**src/rtl/param_commit_ctrl.sv**
```systemverilog
`default_nettype none
// ============================================================================
// Module   : param_commit_ctrl
// Purpose  : Assembles framed 16-bit host words into 32-bit writes to a
//            shadow parameter bank. On a commit command, it copies the dirty
//            shadow registers into the active bank on the next synchronised
//            sim_clk rising edge, so the datapath never sees a half-updated
//            parameter set.
// Revision : 1.0 - initial release
// ============================================================================
module param_commit_ctrl #(
  parameter int                NREG       = 8,
  parameter logic [NREG*32-1:0] RESET_VALS = {NREG{32'h0000_0000}},
  parameter int                TIMEOUT    = 1024
) (
  input  logic                 clk,
  input  logic                 reset_global,
  input  logic                 sim_clk,
  input  logic                 word_valid,
  input  logic [15:0]          word_data,
  output logic [NREG*32-1:0]   params_out,
  output logic                 commit_pulse,
  output logic                 commit_pending,
  output logic [1:0]           frame_state,
  output logic [7:0]           err_cnt,
  output logic [15:0]          commit_cnt
);

  localparam int             TMO_W    = $clog2(TIMEOUT + 1);
  localparam logic [TMO_W-1:0] TMO_LAST = TMO_W'(TIMEOUT - 1);

  localparam logic [3:0] OP_WRITE  = 4'hA;
  localparam logic [3:0] OP_COMMIT = 4'hC;
  localparam logic [3:0] OP_RELOAD = 4'hD;

  typedef enum logic [1:0] {
    ST_HDR = 2'd0,
    ST_HI  = 2'd1,
    ST_LO  = 2'd2
  } state_t;

  state_t             state_q, state_d;
  logic [7:0]         addr_q, addr_d;
  logic [15:0]        hi_q, hi_d;
  logic [TMO_W-1:0]   tmo_q, tmo_d;

  logic               err_inc;
  logic               wr_en;
  logic               reload;
  logic               commit_hdr;
  logic               addr_ok;

  logic               sync1_q, sync2_q, sync3_q;
  logic               edge_flag;
  logic               do_commit;

  logic               pending_q;
  logic               pulse_q;
  logic [7:0]         err_q;
  logic [15:0]        ccnt_q;

  // Address range check for the data phase; addresses at or above NREG drop.
  assign addr_ok = ({24'd0, addr_q} < 32'(NREG));

  // The sync3 flop is the edge register: a rise is seen when sync2 is high
  // and its delayed copy is still low.
  assign edge_flag = sync2_q & ~sync3_q;
  // The commit reads the registered pending flag, so a commit header arriving
  // on the edge cycle waits for the next edge.
  assign do_commit = edge_flag & pending_q;

  // Frame FSM state and frame-assembly registers.
  always_ff @(posedge clk or posedge reset_global) begin
    if (reset_global) begin
      state_q <= ST_HDR;
      addr_q  <= 8'd0;
      hi_q    <= 16'd0;
      tmo_q   <= '0;
    end else begin
      state_q <= state_d;
      addr_q  <= addr_d;
      hi_q    <= hi_d;
      tmo_q   <= tmo_d;
    end
  end

  // Next-state decode: header parsing, data phases and inter-word timeout.
  always_comb begin
    state_d    = state_q;
    addr_d     = addr_q;
    hi_d       = hi_q;
    tmo_d      = '0;
    err_inc    = 1'b0;
    wr_en      = 1'b0;
    reload     = 1'b0;
    commit_hdr = 1'b0;
    case (state_q)
      ST_HDR: begin
        if (word_valid) begin
          case (word_data[15:12])
            OP_WRITE: begin
              addr_d  = word_data[7:0];
              state_d = ST_HI;
            end
            OP_COMMIT: commit_hdr = 1'b1;
            OP_RELOAD: reload     = 1'b1;
            default:   err_inc    = 1'b1;
          endcase
        end
      end
      ST_HI, ST_LO: begin
        if (word_valid) begin
          if (state_q == ST_HI) begin
            hi_d    = word_data;
            state_d = ST_LO;
          end else begin
            if (addr_ok) begin
              wr_en = 1'b1;
            end else begin
              err_inc = 1'b1;
            end
            state_d = ST_HDR;
          end
        end else if (tmo_q == TMO_LAST) begin
          // Host stalled mid-frame: drop the partial frame.
          err_inc = 1'b1;
          state_d = ST_HDR;
        end else begin
          tmo_d = tmo_q + 1'b1;
        end
      end
      default: state_d = ST_HDR;
    endcase
  end

  // Two-flop synchroniser for sim_clk plus the edge-detect register.
  always_ff @(posedge clk or posedge reset_global) begin
    if (reset_global) begin
      sync1_q <= 1'b0;
      sync2_q <= 1'b0;
      sync3_q <= 1'b0;
    end else begin
      sync1_q <= sim_clk;
      sync2_q <= sync1_q;
      sync3_q <= sync2_q;
    end
  end

  // Commit handshake, commit pulse and the status counters.
  always_ff @(posedge clk or posedge reset_global) begin
    if (reset_global) begin
      pending_q <= 1'b0;
      pulse_q   <= 1'b0;
      err_q     <= 8'd0;
      ccnt_q    <= 16'd0;
    end else begin
      if (do_commit) begin
        pending_q <= 1'b0;
      end else if (commit_hdr) begin
        pending_q <= 1'b1;
      end
      pulse_q <= do_commit;
      if (do_commit) begin
        ccnt_q <= ccnt_q + 16'd1;
      end
      if (err_inc && (err_q != 8'hFF)) begin
        err_q <= err_q + 8'd1;
      end
    end
  end

  // Per-register shadow, active and dirty storage.
  for (genvar k = 0; k < NREG; k++) begin : g_reg
    logic [31:0] shadow_q;
    logic [31:0] active_q;
    logic        dirty_q;
    logic        wr_hit;

    assign wr_hit = wr_en & (addr_q == 8'(k));

    // Shadow takes writes or a reload; active copies shadow only on commit.
    // A write on the commit edge commits the old shadow and stays dirty.
    always_ff @(posedge clk or posedge reset_global) begin
      if (reset_global) begin
        shadow_q <= RESET_VALS[32*k +: 32];
        active_q <= RESET_VALS[32*k +: 32];
        dirty_q  <= 1'b0;
      end else begin
        if (reload) begin
          shadow_q <= RESET_VALS[32*k +: 32];
        end else if (wr_hit) begin
          shadow_q <= {hi_q, word_data};
        end
        if (do_commit && dirty_q) begin
          active_q <= shadow_q;
        end
        if (reload || wr_hit) begin
          dirty_q <= 1'b1;
        end else if (do_commit) begin
          dirty_q <= 1'b0;
        end
      end
    end

    assign params_out[32*k +: 32] = active_q;
  end

  assign commit_pulse   = pulse_q;
  assign commit_pending = pending_q;
  assign frame_state    = state_q;
  assign err_cnt        = err_q;
  assign commit_cnt     = ccnt_q;

endmodule
`default_nettype wire

```
**config.mk**
```make
export PLATFORM = sky130hd
export DESIGN_NAME = param_commit_ctrl
export DESIGN_NICKNAME = d
export VERILOG_FILES = /design/src/rtl/param_commit_ctrl.sv
export SDC_FILE = /design/constraint.sdc
export NUM_CORES = 1
export LEC_CHECK = 0
export CAP_MARGIN = 15
export CORE_MARGIN = 2
export CORE_UTILIZATION = 55
export DETAILED_ROUTE_END_ITERATION = 12
export PLACE_DENSITY = 0.8
export REMOVE_ABC_BUFFERS = 1
export SYNTH_ARGS = -nofsm -noshare
export SYNTH_HDL_FRONTEND = slang
export SYNTH_SLANG_ARGS = --single-unit
```
**constraint.sdc**
```tcl
create_clock -name clk -period 23.8 [get_ports clk]
set_clock_uncertainty 0.2 [all_clocks]
set_input_delay 2.38 -clock clk [delete_from_list [all_inputs] [get_ports clk]]
set_output_delay 2.38 -clock clk [all_outputs]
set_load 0.05 [all_outputs]
```
# ---- After elaboration in Yosys (flattened, before gate mapping)
# Cells that the tools add are included.
dict set report op_classes {
  n_addsub 3
  n_lt_le_gt_ge 1
  eq_ne 17
  mux 53
  bitwise 11
  n_reduce_logical 41
}
# cell n
set ops {}
lappend ops {{32-bit two-way mux} 16}
lappend ops {{2-bit nonzero test} 17}
lappend ops {{11-bit two-way mux} 3}
lappend ops {{8-bit by 3-bit == test with 1-bit output (second input constant)} 4}
lappend ops {{1-bit two-way mux} 27}
lappend ops {{16-bit by 1-bit adder with 16-bit output (second input constant)} 1}
lappend ops {{8-bit by 2-bit == test with 1-bit output (second input constant)} 2}
lappend ops {{4-bit == test (second input constant)} 3}
lappend ops {{11-bit by 1-bit adder with 11-bit output (second input constant)} 1}
lappend ops {{11-bit by 10-bit == test with 1-bit output (second input constant)} 1}
lappend ops {{1-bit AND} 10}
lappend ops {{2-bit two-way mux} 5}
lappend ops {{1-bit logical AND} 9}
lappend ops {{3-bit AND reduction} 3}
lappend ops {{8-bit by 1-bit adder with 8-bit output (second input constant)} 1}
lappend ops {{8-bit by 1-bit == test with 1-bit output (second input constant)} 1}
lappend ops {{8-bit zero test} 1}
lappend ops {{1-bit logical OR} 8}
lappend ops {{8-bit by 4-bit < comparator with 1-bit output (second input constant)} 1}
lappend ops {{8-bit != test (second input constant)} 1}
lappend ops {{2-bit one-hot mux with 2 select lines} 1}
lappend ops {{3-bit != test (second input constant)} 1}
lappend ops {{3-bit OR reduction} 1}
lappend ops {{2-bit by 1-bit == test with 1-bit output (second input constant)} 1}
lappend ops {{other kinds (7)} 7}
dict set report word_totals {
  reg_bits 586
  in_bits 20
}

# ---- Logic depth before layout (Yosys ltp)
# Gate-level depths: netlist of the first run.
dict set report depth {
  depth_word 8
  depth_mapped 10
}

# ---- Least setup slack after synthesis of the first run
# No wires, ideal clock.
dict set report synth_path {
  path_type {input port to flip-flop}
  start {input port word_data[14]}
  end {register err_q[1], in the netlist err_cnt[1]}
  setup_time_ns 0.125
  arrival_time_ns 3.751
  required_ns 23.475
  path_slack_ns 19.724
  path_stages 6
  path_cell_list {buf_2 > nor4bb_1 > a211oi_1 > a31o_2 > o21ai_1 > mux2_2}
}
dict set report synth_via {
  elab_chain_cells 6
  elab_cells_between_ends 8
}
# element line_no
set synth_rtl {}
lappend synth_rtl {{start: declaration} 20} ;# input logic [15:0] word_data,
lappend synth_rtl {{4-bit == test} 100} ;# case (word_data[15:12])
lappend synth_rtl {{3-bit OR reduction (no line) (*)} --}
lappend synth_rtl {{1-bit two-way mux (*)} 100}
lappend synth_rtl {{1-bit two-way mux (*)} 99} ;# if (word_valid) begin
lappend synth_rtl {{1-bit one-hot mux with 2 select lines (*)} 97} ;# case (state_q)
lappend synth_rtl {{1-bit logical AND (*)} 166} ;# if (err_inc && (err_q != 8'hFF)) begin
lappend synth_rtl {{end signal: assignment} 167} ;# err_q <= err_q + 8'd1;
lappend synth_rtl {{end: declaration} 59} ;# logic [7:0] err_q;
# Mark *: on every way between the ends. The rest lies on a longest branch, timed or not.
# A chain may end at the register's enable or synchronous reset.

# ---- Worst setup path after layout of the first run
dict set report layout_path {
  start {input port word_data[15]}
  end {register g_reg[4].shadow_q[13]}
}
dict set report layout_via {
  elab_chain_cells 5
  elab_cells_between_ends 6
}
# element line_no
set layout_rtl {}
lappend layout_rtl {{4-bit == test (*)} 100}
lappend layout_rtl {{1-bit two-way mux (*)} 100}
lappend layout_rtl {{1-bit two-way mux (*)} 99}
lappend layout_rtl {{1-bit two-way mux (*)} 97}
lappend layout_rtl {{32-bit two-way mux or 2-bit nonzero test (tied branches)} --}
lappend layout_rtl {{end signal: assignment} 185} ;# shadow_q <= RESET_VALS[32*k +: 32];
lappend layout_rtl {{end signal: assignment} 190} ;# shadow_q <= RESET_VALS[32*k +: 32];
lappend layout_rtl {{end signal: assignment} 192} ;# shadow_q <= {hi_q, word_data};
lappend layout_rtl {{end: declaration} 174} ;# logic [31:0] shadow_q;
# Marked as above.

==> results of run 1 <==
cells by family (layout without fill, tap and decap cells):
logic type / after synthesis / after routing / share of synthesized area
AO/OA/AOI/OAI: 273 / 273 / 0.0612
other: 0 / 1 / 0
XOR/XNOR: 29 / 29 / 0.0111
buffers and inverters: 157 / 448 / 0.0314
flip-flops: 586 / 586 / 0.641
multiplexers: 281 / 281 / 0.138
adder cells (fa/ha/maj): 6 / 6 / 0.00328
AND/OR/NAND/NOR: 633 / 633 / 0.114
power by group through the flow:
stage	clock network [mW]	logic (mW)	registers, mW
detailed placement	0	0.626	1.39
global route	1.05	0.664	1.39
floorplan	0	0.209	1.50
global placement	0	0.609	1.38
CTS	1.01	0.629	1.37
finish	1.00	0.628	1.37
flip-flops by register name, summed over array words and instances, names as in the netlist:
register,count
sync3_q,1
tmo_q,11
g.shadow_q,256
sync2_q,1
commit_pending,1
frame_state,2
hi_q,16
commit_cnt,16
commit_pulse,1
g.dirty_q,8
g.active_q,256
sync1_q,1
addr_q,8
err_cnt,8
worst paths after layout:
path	slack, ns	endpoint	from	cells past startpoint
setup / recovery	18.29	g_reg[4].shadow_q[13]	word_data[15]	6
hold / removal	0.15	sync2_q	sync1_q	0
setup reg to reg	20.40	g_reg[4].shadow_q[13]	frame_state[1]	7
hold reg to reg	0.15	sync2_q	sync1_q	0
max in group asynchronous	19.52	g_reg[6].active_q[31]	reset_global	3
min in group asynchronous	2.21	g_reg[1].active_q[8]	reset_global	2
worst max-delay path, stage by stage:
cell	delay, ns
clkdlybuf4s50_1	0.98
and4_1	0.36
and2_4	0.85
buf_4	0.83
o21ai_0	0.22
nand2_1	0.10
placed cells by master, fill, tap and decap left out, drive strengths merged, types with 5 or more instances in the layout:
| master | instances |
|---|---|
| xor2 | 6 |
| ha | 6 |
| dfrtp | 586 |
| nand3 | 31 |
| o21ai | 13 |
| nand4 | 7 |
| clkdlybuf4s50 | 303 |
| buf | 28 |
| mux2 | 281 |
| a21oi | 249 |
| nand2 | 537 |
| xnor2 | 23 |
| clkbuf | 90 |
| bufinv | 9 |
| inv | 7 |
| nor2 | 20 |
| nor2b | 5 |
| clkinv | 8 |
metrics by stage:
step,instance area (um^2),power [mW],util,std cells
floorplan,22200,1.71,-,1814
global placement,26100,1.99,0.638,2672
detailed placement,26100,2.01,0.638,2672
CTS,28200,3.01,0.690,2781
global route,28400,3.10,0.695,2788
finish,28400,3.00,0.695,2789
routing by layer:
layer / track usage / share of wire / vias up / routed length [um]
li1: - / - / 7020 / -
met1: 0.402 / 0.42 / 8110 / 26100
met2: 0.455 / 0.47 / 625 / 29700
met3: 0.0555 / 0.074 / 118 / 4620
met4: 0.109 / 0.039 / 0 / 2460
met5: 0 / 0 / - / 0
layout make-up:
type,count,area (um^2),share of cell area
Clock buffer,88,1780,0.0625
Timing Repair Buffer,333,3420,0.120
Antenna cell,1,2.50,0.0000880
Tap cell,532,666,0.0234
Multi-Input combinational cell,1222,7520,0.265
Sequential cell,586,14700,0.516
Clock inverter,21,349,0.0123
Inverter,6,30.0,0.00106
==> reports/qor.csv, run 1 <==
stage;metric;value;unit
status;outcome;completed;
synth;Mapped Area;22900;um^2
sta;slew margin rel.;0.247;
power_and_ir_drop;Lkg Pwr;13.2;nW
placed_design;dpl ws;17.77;ns
power_and_ir_drop;Clock Power Share;0.333;
worst_setup_path;crit path kind;primary input to flip-flop;
sta;final hold vios;0;
synth;post-synthesis register bit count;586;
global_routing;total track usage;0.289;
worst_setup_path;WP data arrival;5.85;ns
finish;Area growth syn-to-layout;24.2;%
placed_design;GPL Wtd Cong;0.783;
global_routing;grt ovf;0;
synth;total number of yosys warnings;0;
synth;largest cells by area after synthesis;dfrtp_1 64%, mux2_2 14%, nand2_1 8.8%;
power_and_ir_drop;sequential share of power;0.458;
synth;Seq/Total Area, Yosys;0.641;
sta;final setup vio count;0;
drt;DR iter-0 viols;1415;
clocking;CTS clk-pin slew, worst paths;0.06;ns
sta;worst slew pin tran;1.13;ns
global_routing;initial antenna violation count;2;
sta;Slew Limit Fails;0;
drt;DRC;0;
clocking;Num CTS Buffers;58;
synth;Gate Count Post-Synth;1965;
clocking;H-tree depth;2;
die;Core ar.;40900;um^2
die;Die ar.;43200;um^2
placed_design;hpwl dp;37.3;mm
drt;detailed-route via count;15873;
clocking;Sink Count;586;
run;number of max-cap violations;0;
drt;Detail Route Antenna Nets;0;
synth;Synth Flop Type;dfrtp_1;
synth;Netlist cell types;47;
clocking;Post-CTS Hold Buffers;0;
clocking;Longest Clk Path Bufs;3;
clocking;worst skew pair latency;0.61;ns
drt;Pre-Repair DR Iteration Count;5;
synth;top-count cell post-synth;dfrtp_1;
clocking;post-CTS setup buffer count;0;
die;Core Rows;74;
hold_path;Hold WC Path Type;flip-flop to flip-flop;
sta;RSZ-0062 raised after global routing;false;
global_routing;first-pass GRT wire length;95.2;mm
die;Starting Density;0.559;
synth;Commonest cells post-synth;586 x dfrtp_1, 537 x nand2_1, 281 x mux2_2;
sta;hold slack;0.154;ns
worst_setup_path;crit-path max FO;94;
die;Die W;208;um
clocking;PostCTS Resize Cnt;0;
worst_setup_path;crit end category;flip-flop;
power_and_ir_drop;switching share of total power;0.331;
power_and_ir_drop;cell-internal power;2.01;mW
synth;syn avg cell area;11.6;um^2
global_routing;largest net degree at the start of global routing;190;
placed_design;Port Buffer Count;303;
sta;Tcrit/Tclk final;0.232;
drt;Routed WL;62.9;mm
power_and_ir_drop;net load switching power;0.995;mW
clocking;clock root buffer;clkbuf_16;
synth;post-synth top area share;0.641;
global_routing;vias in the first global route;15865;
die;Die H;208;um
power_and_ir_drop;Worst VDD drop;0.0777;mV
sta;worst setup margin;18.29;ns
finish;layout cells sized above 1;0.188;
clocking;CTS tree;yes;
worst_setup_path;WP data required;24.14;ns
sta;setup TNS;0;ns
die;boundary pin count;304;
finish;Fillers;2926;
power_and_ir_drop;cell area power density;106;nW/um^2
synth;number of synthesized flops with an enable pin;0;
sta;f_max;0.181;GHz
synth;ys async rst share;1.00;
sta;Final Critical Period;5.51;ns
synth;post-synth top area cell;dfrtp_1;
drt;per-cell routed wire length;22.5;um
finish;Final Net Count;2233;
power_and_ir_drop;Gate power share;0.209;
worst_setup_path;CP Launch Type;primary input;
drt;Vias per Instance;5.69;
(Power assumes the default switching activity.)
==> inputs of run 2 (changes only) <==
--- a/config.mk
+++ b/config.mk
@@ -7,9 +7,9 @@
 export LEC_CHECK = 0
 export CAP_MARGIN = 15
 export CORE_MARGIN = 2
-export CORE_UTILIZATION = 55
+export CORE_UTILIZATION = 50
 export DETAILED_ROUTE_END_ITERATION = 12
-export PLACE_DENSITY = 0.8
+export PLACE_DENSITY = 0.76
 export REMOVE_ABC_BUFFERS = 1
 export SYNTH_ARGS = -nofsm -noshare
 export SYNTH_HDL_FRONTEND = slang
==> constraint.sdc (replaced) <==
create_clock -name clk -period 4.7 [get_ports clk]
set_clock_uncertainty 0.2 [all_clocks]
set_input_delay 0.47 -clock clk [delete_from_list [all_inputs] [get_ports clk]]
set_output_delay 0.47 -clock clk [all_outputs]
set_load 0.05 [all_outputs]
==> reports/qor.csv, run 2 (synthesis results as in run 1) <==
stage;metric;value;unit;change
worst_setup_path;WP data arrival;3.37;ns;-2.48 ns
drt;Detail Route Antenna Nets;0;;unchanged
drt;Routed WL;64.5;mm;+2.7%
finish;Area growth syn-to-layout;24.7;%;
power_and_ir_drop;cell area power density;532;nW/um^2;+400%
drt;DRC;0;;unchanged
drt;WL met3;4.19;mm;-9.4%
drt;detailed-route via count;15815;;-0.37%
clocking;PostCTS Resize Cnt;0;;unchanged
global_routing;first-pass GRT wire length;97.7;mm;+2.6%
clocking;Longest Clk Path Bufs;3;;unchanged
clocking;CTS clk-pin slew, worst paths;0.07;ns;about the same
drt;M1 WL;26.4;mm;+0.82%
placed_design;hpwl dp;39.5;mm;+5.9%
sta;final setup vio count;0;;unchanged
global_routing;grt ovf;0;;unchanged
status;outcome;completed;;
global_routing;initial antenna violation count;0;;-2
die;Starting Density;0.505;;-0.0538
finish;Final Net Count;2242;;+0.40%
sta;RSZ-0062 raised after global routing;false;;
finish;most frequent cells in the layout;586 x dfrtp_1, 536 x nand2_1, 303 x clkdlybuf4s50_1, 281 x mux2_2, 249 x a21oi_1;;
die;boundary pin count;304;;unchanged
die;Core ar.;45300;um^2;+11%
die;Die H;218;um;+4.8%
sta;worst slew pin tran;1.16;ns;+0.0354 ns
worst_setup_path;CP Launch Type;flip-flop;;
worst_setup_path;WP data required;4.97;ns;-19.17 ns
placed_design;GPL Wtd Cong;0.821;;+4.8%
finish;area of the multi-input gates;7520;um^2;unchanged
finish;Layout Cells excl Fill;2862;;+2.6%
finish;Largest regs;g.active_q x256, g.shadow_q x256;;
placed_design;Port Buffer Count;303;;unchanged
drt;met2 WL;31.3;mm;+5.6%
power_and_ir_drop;Worst VDD drop;0.339;mV;+340%
worst_setup_path;crit path kind;flip-flop to flip-flop;;
clocking;Post-CTS Hold Buffers;0;;unchanged
finish;leading cell type in the layout, fill and taps excluded;dfrtp_1;;
drt;Vias per Instance;5.53;;-2.9%
clocking;H-tree depth;2;;unchanged
clocking;Sink Count;586;;unchanged
drt;DR iter-0 viols;1273;;-10%
sta;f_max;0.323;GHz;
drt;Top Metal Used;met4;;
drt;Pre-Repair DR Iteration Count;5;;unchanged
clocking;post-CTS setup buffer count;0;;unchanged
finish;register area;14700;um^2;unchanged
drt;per-cell routed wire length;22.5;um;about the same
finish;Fillers;3464;;+18%
sta;final hold vios;0;;unchanged
die;Die ar.;47500;um^2;+9.8%
power_and_ir_drop;Lkg Pwr;13.3;nW;+0.14%
global_routing;total track usage;0.275;;-0.0137
die;Die W;218;um;+4.8%
global_routing;largest net degree at the start of global routing;127;;-33%
clocking;Num CTS Buffers;58;;unchanged
finish;ANT cells;0;;-1
global_routing;vias in the first global route;16140;;+1.7%
sta;Tcrit/Tclk final;0.659;;
power_and_ir_drop;total power;15.2;mW;+410%
clocking;CTS tree;yes;;
die;Core Rows;78;;+5.4%
clocking;clock root buffer;clkbuf_16;;
worst_setup_path;crit-path max FO;33;;-65%
placed_design;Cells after DPL;2753;;+3.0%
sta;slew margin rel.;0.224;;-0.0231
clocking;worst skew pair latency;0.62;ns;about the same
finish;Util after Layout;0.630;;-0.0644
run;number of max-cap violations;0;;unchanged
sta;Slew Limit Fails;0;;unchanged
hold_path;Hold WC Path Type;primary input to flip-flop;;
sta;Final Critical Period;3.10;ns;
finish;layout cells sized above 1;0.189;;+0.00171
worst_setup_path;crit end category;flip-flop;;
sta;hold slack;0.112;ns;-0.0424 ns
-- run 2: worst paths after layout --
kind | startpoint | endpoint | slack (ns) | cells past startpoint
setup / recovery | frame_state[0] | g_reg[0].shadow_q[30] | 1.60 | 7
hold / removal | sim_clk | sync1_q | 0.11 | 1
setup reg to reg | frame_state[0] | g_reg[0].shadow_q[30] | 1.60 | 7
hold reg to reg | sync1_q | sync2_q | 0.15 | 0
max in group asynchronous | reset_global | g_reg[5].shadow_q[3] | 2.92 | 3
min in group asynchronous | reset_global | g_reg[1].active_q[8] | 0.27 | 2
-- run 2: routing by layer --
layer,vias up,global-route usage
met2,580,0.443
met4,0,0.118
met5,-,0
li1,7030,-
met3,128,0.0510
met1,8077,0.368
-- run 2: final cells by class --
| type | count | area share |
|---|---|---|
| Sequential cell | 586 | 0.514 |
| Multi-Input combinational cell | 1222 | 0.264 |
| Timing Repair Buffer | 342 | 0.122 |
| Clock buffer | 85 | 0.0612 |
| Tap cell | 600 | 0.0263 |
| Clock inverter | 21 | 0.0119 |
| Inverter | 6 | 0.00105 |
-- run 2: where the power goes --
part           total, mW  switching (mW)  internal (mW)
Clock               5.03            1.97           3.06
Combinational       3.20            2.01           1.19
Sequential          6.95            1.06           5.88
-- run 2: through the flow --
| stage | area [um^2] | setup WS [ns] | TNS [ns] |
|---|---|---|---|
| global placement | 26400 | 1.47 | 0 |
| CTS | 28500 | 1.49 | 0 |
| global route | 28500 | 1.43 | 0 |
| detailed placement | 26400 | 1.37 | 0 |
| finish | 28500 | 1.60 | 0 |
| floorplan | 22200 | -12.37 | -7534.53 |
-- run 2: critical path: stages, from the launching register on --
cell     delay (ns)
dfrtp_1        0.47
inv_1          0.09
ha_1           0.33
nor2b_1        0.29
and4b_1        0.42
nand2_1        0.74
nand2_1        0.30
a21oi_1        0.09
==> inputs of run 3 (changes only) <==
==> constraint.sdc (replaced) <==
create_clock -name clk -period 2.6 [get_ports clk]
set_clock_uncertainty 0.2 [all_clocks]
set_input_delay 0.26 -clock clk [delete_from_list [all_inputs] [get_ports clk]]
set_output_delay 0.26 -clock clk [all_outputs]
set_load 0.05 [all_outputs]
==> reports/qor.csv, run 3 (synthesis results as in run 1) <==
stage;metric;value;unit;change
clocking;Num CTS Buffers;58;;unchanged
sta;RSZ-0062 raised after global routing;false;;
global_routing;first-pass GRT wire length;99.3;mm;+1.6%
worst_setup_path;CP Launch Type;flip-flop;;
clocking;H-tree depth;2;;unchanged
sta;final setup vio count;0;;unchanged
die;Starting Density;0.505;;unchanged
die;Core ar.;45300;um^2;unchanged
clocking;Longest Clk Path Bufs;3;;unchanged
finish;layout cells sized above 1;0.202;;+0.0130
finish;Final Cell Area;29000;um^2;+1.5%
hold_path;Hold Path Stages;0;;-1
worst_setup_path;Worst R2R Setup Slack;0.15;ns;-1.45 ns
power_and_ir_drop;total power;27.1;mW;+79%
sta;Slew Limit Fails;0;;unchanged
worst_setup_path;WP data arrival;2.78;ns;-0.59 ns
clocking;CTS tree;yes;;
global_routing;vias in the first global route;16515;;+2.3%
die;Core Rows;78;;unchanged
drt;Routed WL;65.5;mm;+1.4%
power_and_ir_drop;Lkg Pwr;13.5;nW;+1.6%
global_routing;grt ovf;0;;unchanged
power_and_ir_drop;cell area power density;937;nW/um^2;+76%
worst_setup_path;crit-path max FO;32;;-3.0%
die;Die H;218;um;unchanged
sta;Tcrit/Tclk final;0.943;;+0.284
drt;Vias per Instance;5.56;;+0.57%
run;number of max-cap violations;0;;unchanged
placed_design;Port Buffer Count;303;;unchanged
clocking;CTS clk-pin slew, worst paths;0.06;ns;about the same
worst_setup_path;crit end category;flip-flop;;
die;Die W;218;um;unchanged
hold_path;Hold WC Path Type;flip-flop to flip-flop;;
finish;ANT cells;0;;unchanged
placed_design;GPL Wtd Cong;0.856;;+4.3%
global_routing;largest net degree at the start of global routing;81;;-36%
finish;leading cell type in the layout, fill and taps excluded;dfrtp_1;;
worst_setup_path;reg2reg path depth;8;;+1
drt;detailed-route via count;16144;;+2.1%
worst_setup_path;WP data required;2.93;ns;-2.04 ns
die;Die ar.;47500;um^2;unchanged
placed_design;dpl cell area;27000;um^2;+2.3%
worst_setup_path;worst r2r src;frame_state[0];;
worst_setup_path;crit path kind;flip-flop to flip-flop;;
finish;most frequent cells in the layout;586 x dfrtp_1, 536 x nand2_1, 303 x clkdlybuf4s50_1, 281 x mux2_2, 249 x a21oi_1;;
placed_design;hpwl dp;41.1;mm;+4.0%
finish;Largest regs;g.active_q x256, g.shadow_q x256;;
hold_path;Hold EP;sync2_q;;
status;outcome;completed;;
clocking;worst skew pair latency;0.62;ns;about the same
power_and_ir_drop;Worst VDD drop;0.570;mV;+68%
drt;Pre-Repair DR Iteration Count;5;;unchanged
sta;worst slew pin tran;0.967;ns;-0.195 ns
clocking;post-CTS setup buffer count;0;;unchanged
hold_path;Hold Crit Start;sync1_q;;
drt;DRC;0;;unchanged
clocking;Sink Count;586;;unchanged
sta;f_max;0.408;GHz;+26%
drt;per-cell routed wire length;22.5;um;about the same
worst_setup_path;reg2reg end;g_reg[2].shadow_q[27];;
sta;Final Critical Period;2.45;ns;-0.646 ns
drt;Detail Route Antenna Nets;0;;unchanged
finish;Util after Layout;0.640;;+0.00928
clocking;clock root buffer;clkbuf_16;;
global_routing;initial antenna violation count;0;;unchanged
finish;Final Net Count;2289;;+2.1%
finish;Area growth syn-to-layout;26.6;%;
drt;DR iter-0 viols;1251;;-1.7%
sta;slew margin rel.;0.355;;+0.132
die;boundary pin count;304;;unchanged
sta;final hold vios;0;;unchanged
global_routing;total track usage;0.279;;+0.00411
[run 3: cell count changes in the layout (fill, tap and decap cells not counted), moves of 3 or more]
cell and delta:
buf_4 +29, buf_12 +19, clkbuf_1 +5, bufinv_16 -4, clkinv_2 -4, buf_16 -3
[run 3: area by class of cell]
class | count | area [um^2]
flip-flops and latches | 586 | 14700
clock inverters | 12 | 194
inverters | 6 | 30.0
repair buffers | 389 | 4020
clock buffers | 90 | 1770
multi-input cells | 1222 | 7540
fillers | 3431 | 16300
well taps | 600 | 751
[run 3: stage by stage]
step	setup slack [ns]	setup TNS [ns]	cells	hold slack, ns
global route	0.0130	0	2905	0.170
CTS	0.0142	0	2905	0.151
global placement	0.0563	0	2801	0.137
detailed placement	0.0202	0	2801	0.137
floorplan	-14.26	-9213.37	1814	0.0914
finish	0.149	0	2905	0.150
[run 3: worst max path at each step]
stage,cells after the start,end,startpoint
6_report,8,g_reg[2].shadow_q[27],frame_state[0]
5_1_grt,8,g_reg[3].shadow_q[24],frame_state[0]
4_1_cts,8,g_reg[1].shadow_q[26],frame_state[0]
3_5_place_dp,7,g_reg[1].shadow_q[9],word_valid
3_3_place_gp,7,g_reg[1].shadow_q[18],word_valid
2_1_floorplan,1,addr_q[0],reset_global
[run 3: routing by layer]
layer	GRT usage	wire length, um	vias up
met5	0	0	-
met4	0.127	3010	0
met3	0.0497	4650	146
met2	0.444	31300	599
met1	0.376	26500	8272
li1	-	-	7127
[run 3: critical path, cell delays in order (launching register included)]
cell,delay [ns]
dfrtp_1,0.39
inv_1,0.06
ha_1,0.31
nor2b_2,0.26
and4b_2,0.42
and3b_1,0.25
buf_12,0.20
nand2_1,0.09
a21oi_1,0.18
[run 3: what timing repair did]
action                                  4_1_cts  5_1_grt
hold endpoints to repair                     46        0
hold buffers                                  2        0
gates resized for setup                       0        3
endpoints found under the setup margin        0      201
[run 3: report_power, final]
group          internal [mW]  leakage, nW  switching (mW)
Clock                   5.13        0.955            3.46
Sequential              10.6         8.06            1.94
Combinational           2.25         4.45            3.72
Total                   18.0         13.5            9.13
